[config.mk]
export PLATFORM = sky130hd
export DESIGN_NAME = rr_arb16
export DESIGN_NICKNAME = d
export VERILOG_FILES = /design/src/rtl/rr_arb16_pkg.sv /design/src/rtl/rr_arb16_dec4to16.sv /design/src/rtl/rr_arb16.sv
export SDC_FILE = /design/constraint.sdc
export NUM_CORES = 1
export LEC_CHECK = 0
export CORE_UTILIZATION = 55
export DETAILED_ROUTE_END_ITERATION = 7
export PLACE_DENSITY = 0.9
export REMOVE_ABC_BUFFERS = 1
export SYNTH_ARGS = -nofsm -noshare
export SYNTH_HDL_FRONTEND = slang
export SYNTH_SLANG_ARGS = --single-unit
[constraint.sdc]
create_clock -name Clock -period 9.8 [get_ports Clock]
set_input_delay 0.98 -clock Clock [delete_from_list [all_inputs] [get_ports Clock]]
set_output_delay 0.98 -clock Clock [all_outputs]
set_load 0.05 [all_outputs]
[src/rtl/rr_arb16_pkg.sv]
// Shared definitions for the 16-way round-robin arbiter: state encoding,
// parameter defaults and the rotating priority search.
package rr_arb16_pkg;

   typedef enum logic {
      IDLE  = 1'b0,
      GRANT = 1'b1
   } state_t;

   localparam int unsigned MAXHOLD_DEFAULT = 8;
   localparam int unsigned NREQ            = 16;

   typedef struct packed {
      logic       found;
      logic [3:0] idx;
   } pick_t;

   // First set request scanning ptr, ptr+1, ... with 4-bit wrap-around.
   function automatic pick_t rr_pick(input logic [0:15] req, input logic [3:0] ptr);
      pick_t      p;
      logic [3:0] idx;
      p = '0;
      for (int unsigned k = 0; k < NREQ; k++) begin
         idx = ptr + 4'(k);
         if (!p.found && req[idx]) begin
            p.found = 1'b1;
            p.idx   = idx;
         end
      end
      return p;
   endfunction

endpackage

[src/rtl/rr_arb16_dec4to16.sv]
// 4-to-16 one-hot decoder with enable; output bit i is set when En=1 and A=i.
module dec4to16 (
   input  logic [3:0]  A,
   input  logic        En,
   output logic [0:15] Y
);

   always_comb begin
      Y = '0;
      if (En) Y[A] = 1'b1;
   end

endmodule

[src/rtl/rr_arb16.sv]
// 16-way round-robin arbiter with per-grant hold limit and forced-release pulse.
// Y is decoded from the registered grant index and valid.
module rr_arb16
   import rr_arb16_pkg::*;
#(
   parameter int unsigned MAXHOLD = MAXHOLD_DEFAULT
) (
   input  logic        Clock,
   input  logic        Resetn,
   input  logic [0:15] Req,
   input  logic        Done,
   output logic [3:0]  W,
   output logic        En,
   output logic [0:15] Y,
   output logic        Timeout
);

   localparam logic [3:0] HOLD_LAST = 4'(MAXHOLD - 1);

   state_t     state_q, state_d;
   logic [3:0] w_q, w_d;
   logic [3:0] ptr_q, ptr_d;
   logic [3:0] hold_q, hold_d;
   logic       to_q, to_d;
   pick_t      pick;
   logic       rel_normal, hold_hit;

   assign pick = rr_pick(Req, ptr_q);

   always_comb begin
      rel_normal = Done || !Req[w_q];
      hold_hit   = (hold_q == HOLD_LAST);
   end

   always_ff @(posedge Clock or negedge Resetn) begin
      if (!Resetn) state_q <= IDLE;
      else         state_q <= state_d;
   end

   always_comb begin
      state_d = state_q;
      unique case (state_q)
         IDLE:  if (pick.found) state_d = GRANT;
         GRANT: if (rel_normal || hold_hit) state_d = IDLE;
      endcase
   end

   // A hold-limit release only counts as a timeout when no normal release coincides.
   always_comb begin
      w_d    = w_q;
      ptr_d  = ptr_q;
      hold_d = hold_q;
      to_d   = 1'b0;
      unique case (state_q)
         IDLE: begin
            if (pick.found) begin
               w_d    = pick.idx;
               hold_d = '0;
            end
         end
         GRANT: begin
            if (rel_normal || hold_hit) begin
               ptr_d = w_q + 4'd1;
               to_d  = hold_hit && !rel_normal;
            end else begin
               hold_d = hold_q + 4'd1;
            end
         end
      endcase
   end

   always_ff @(posedge Clock or negedge Resetn) begin
      if (!Resetn) begin
         w_q    <= '0;
         ptr_q  <= '0;
         hold_q <= '0;
         to_q   <= 1'b0;
      end else begin
         w_q    <= w_d;
         ptr_q  <= ptr_d;
         hold_q <= hold_d;
         to_q   <= to_d;
      end
   end

   assign W       = w_q;
   assign En      = (state_q == GRANT);
   assign Timeout = to_q;

   dec4to16 u_dec (
      .A  (w_q),
      .En (En),
      .Y  (Y)
   );

endmodule

==> flow_metrics.tcl <==
set metrics [dict create \
    status "completed" \
    hp-class "reg -> reg" \
    numCtsBuffers 3 \
    drv_slew 0 \
    grt_pass1_wl_mm 16.15 \
    finalInstanceArea_um2 3654 \
    crit_top_cell "mux2_2" \
    antenna_cells 0 \
    fin_nets 404 \
    place_inst 440 \
    ant_nets 0 \
    fp.dieH_um 78.15 \
    period_minus_slack_ns 5.841 \
    hold_start "hold_q[0]" \
    setup_violations 0 \
    path_class "reg -> reg" \
    clock-root-buffer "clkbuf_8" \
    area_growth_pct 14.55 \
    grt_max_degree 23 \
    worstPathArrival_ns 6.01 \
    syn-cell-area_um2 3189 \
    place_area_um2 3598 \
    die-area_um2 6107 \
    syn_inst 344 \
    start_kind "register" \
    start_util 0.5757 \
    maxCapViolations 0 \
    min_period_over_period 0.5961 \
    ys.flop_type "dfrtp_1" \
    cts_resized 0 \
    place.gp.congestion 0.9606 \
    grt_overflow 0 \
    relSlewSlack 0.3130 \
    fmax_ghz 0.1712 \
    cp_max_fo 21 \
    io_buffers 40 \
    drt_iter0_drc 344 \
    setup-tns-final_ns 0 \
    drc 0 \
    ys_ff_latch 14 \
    startpoint "ptr_q[1]" \
    antenna_found_initial 0 \
    track_usage 0.3368 \
    grt_pass1_vias 3167 \
    clock_latency_ns 0.25 \
    crit_slowest_cell "dfrtp_1" \
    slowest_delay_ns 1.00 \
    dr.pass1.iters 5 \
    rsz0062_at_grt "no" \
    fin_worst_skew_ns 0.005838 \
    clock_sinks 14 \
    drive_gt1_frac 0.1935 \
    core_um2 5540 \
    rows 27 \
    cts_tree "built" \
    avgSynthCellArea_um2 9.271 \
    dp_hpwl_mm 7.624 \
    final_cells 444 \
    synth_edf_count 0 \
    worstPathRequired_ns 9.97 \
    die_w_um 78.15 \
    synth_cell_type_count 66 \
    wl_per_cell_um 22.86 \
    worstPathCellList "inv_1 > ha_1 > mux4_2 > mux2_2 > a2111o_1 > nor4_4 > nand4_4 > o41ai_4 > mux2_2 > a21oi_1" \
    hold_viol_final 0 \
    final_core_util 0.6594 \
    cts_setup_buffers 0 \
    synth.yosys.seq_area_share 0.1098 \
    h-tree-depth 1 \
    yosysWarnings 0 \
    nFillCells 456 \
    drt-total-wl_mm 10.15 \
    via_count 3265 \
    worstReg2RegStart "ptr_q[1]" \
    async_flop_share 1.000 \
    worst_slew_pin_slew_ns 1.023 \
    endpoint_kind "register" \
    max-clock-path-buffers 2 \
    viasPerCell 7.354 \
    cts.hold.buffers_added 0 \
    io_pins 41 \
    clkTransAtPathRegs_ns 0.06 \
]
-- cells by family (layout without fill, tap and decap cells) --
kind of cell / Yosys count / count (layout) / synth area share
AND/OR/NAND/NOR: 114 / 114 / 0.1989
buffers and inverters: 34 / 62 / 0.04786
flip-flops: 14 / 14 / 0.1098
multiplexers: 74 / 74 / 0.3774
AO/OA/AOI/OAI: 84 / 84 / 0.1860
XOR/XNOR: 12 / 12 / 0.03295
adder cells (fa/ha/maj): 12 / 12 / 0.04708
-- critical path, delay by kind of cell (launching register included) --
kind	cells	cell delay (ns)
muxes	3	1.35
DFF	1	1.00
buffers and inverters	1	0.42
adders and majority gates	1	0.81
and+or+nand+nor	2	0.80
AOI/OAI and AO/OA	3	1.38
-- routing by layer --
metal	GRT usage	share of wire	vias to the layer above
met5	0	0	-
met4	0.1407	0.037	0
met3	0.04419	0.097	38
met2	0.5570	0.48	262
met1	0.4430	0.38	1557
li1	-	-	1408
-- sequential cells by signal, summed over array words and instances (netlist names) --
signal,cells
ptr_q,4
W,4
hold_q,4
Timeout,1
En,1
-- cells in the final DEF, fill, tap and decap left out, types with 5 or more instances in the layout --
master | netlist | layout
a21oi_1 | 16 | 16
and2_1 | 15 | 15
and3_1 | 9 | 9
clkdlybuf4s50_1 | 0 | 40
dfrtp_1 | 14 | 14
ha_1 | 12 | 12
inv_1 | 16 | 16
mux2_2 | 24 | 24
mux2i_1 | 16 | 16
mux4_2 | 32 | 32
nand2_1 | 28 | 28
nand2b_1 | 5 | 5
nand3_1 | 13 | 13
nor2_1 | 17 | 17
nor3_1 | 7 | 7
o21ai_0 | 22 | 22
xnor2_1 | 8 | 8
-- through the flow --
stage | setup WS, ns | hold WS [ns]
after floorplan | 4.834 | 0.4890
after global placement | 4.302 | 0.5276
after detailed placement | 4.049 | 0.5299
after CTS | 4.014 | 0.5412
after global routing | 3.630 | 0.5793
final | 3.959 | 0.5361
-- cell type report --
cell class,instances,area (µm²),share of cell area
Multi-Input combinational cell,296,2686,0.7353
Timing Repair Buffer,41,407.9,0.1116
Sequential cell,14,350.3,0.09589
Tap cell,72,90.09,0.02466
Inverter,17,63.81,0.01747
Clock buffer,4,55.05,0.01507
-- worst paths after layout --
kind / endpoint / slack [ns] / depth (start not counted)
setup reg to reg: W[1] / 3.96 / 10
hold / removal: hold_q[0] / 0.54 / 1
max in group asynchronous: hold_q[3] / 8.24 / 1
min in group asynchronous: ptr_q[2] / 1.13 / 1
setup / recovery: W[1] / 3.96 / 10
hold reg to reg: hold_q[0] / 0.54 / 1
-- synth_stat cells (9+ instances only) --
master    count  area (µm²)
nor2_1       17       63.81
and2_1       15       93.84
nand3_1      13       65.06
a21oi_1      16       80.08
nand2_1      28       105.1
o21ai_0      22       110.1
dfrtp_1      14       350.3
ha_1         12       150.1
clkbuf_1     10       37.54
and3_1        9       56.30
mux2i_1      16       160.2
inv_1        16       60.06
mux4_2       32       720.7
mux2_2       24       270.3
Power is not shown: default switching activity piles up to over one toggle a cycle in this logic, so the estimate is an artifact.
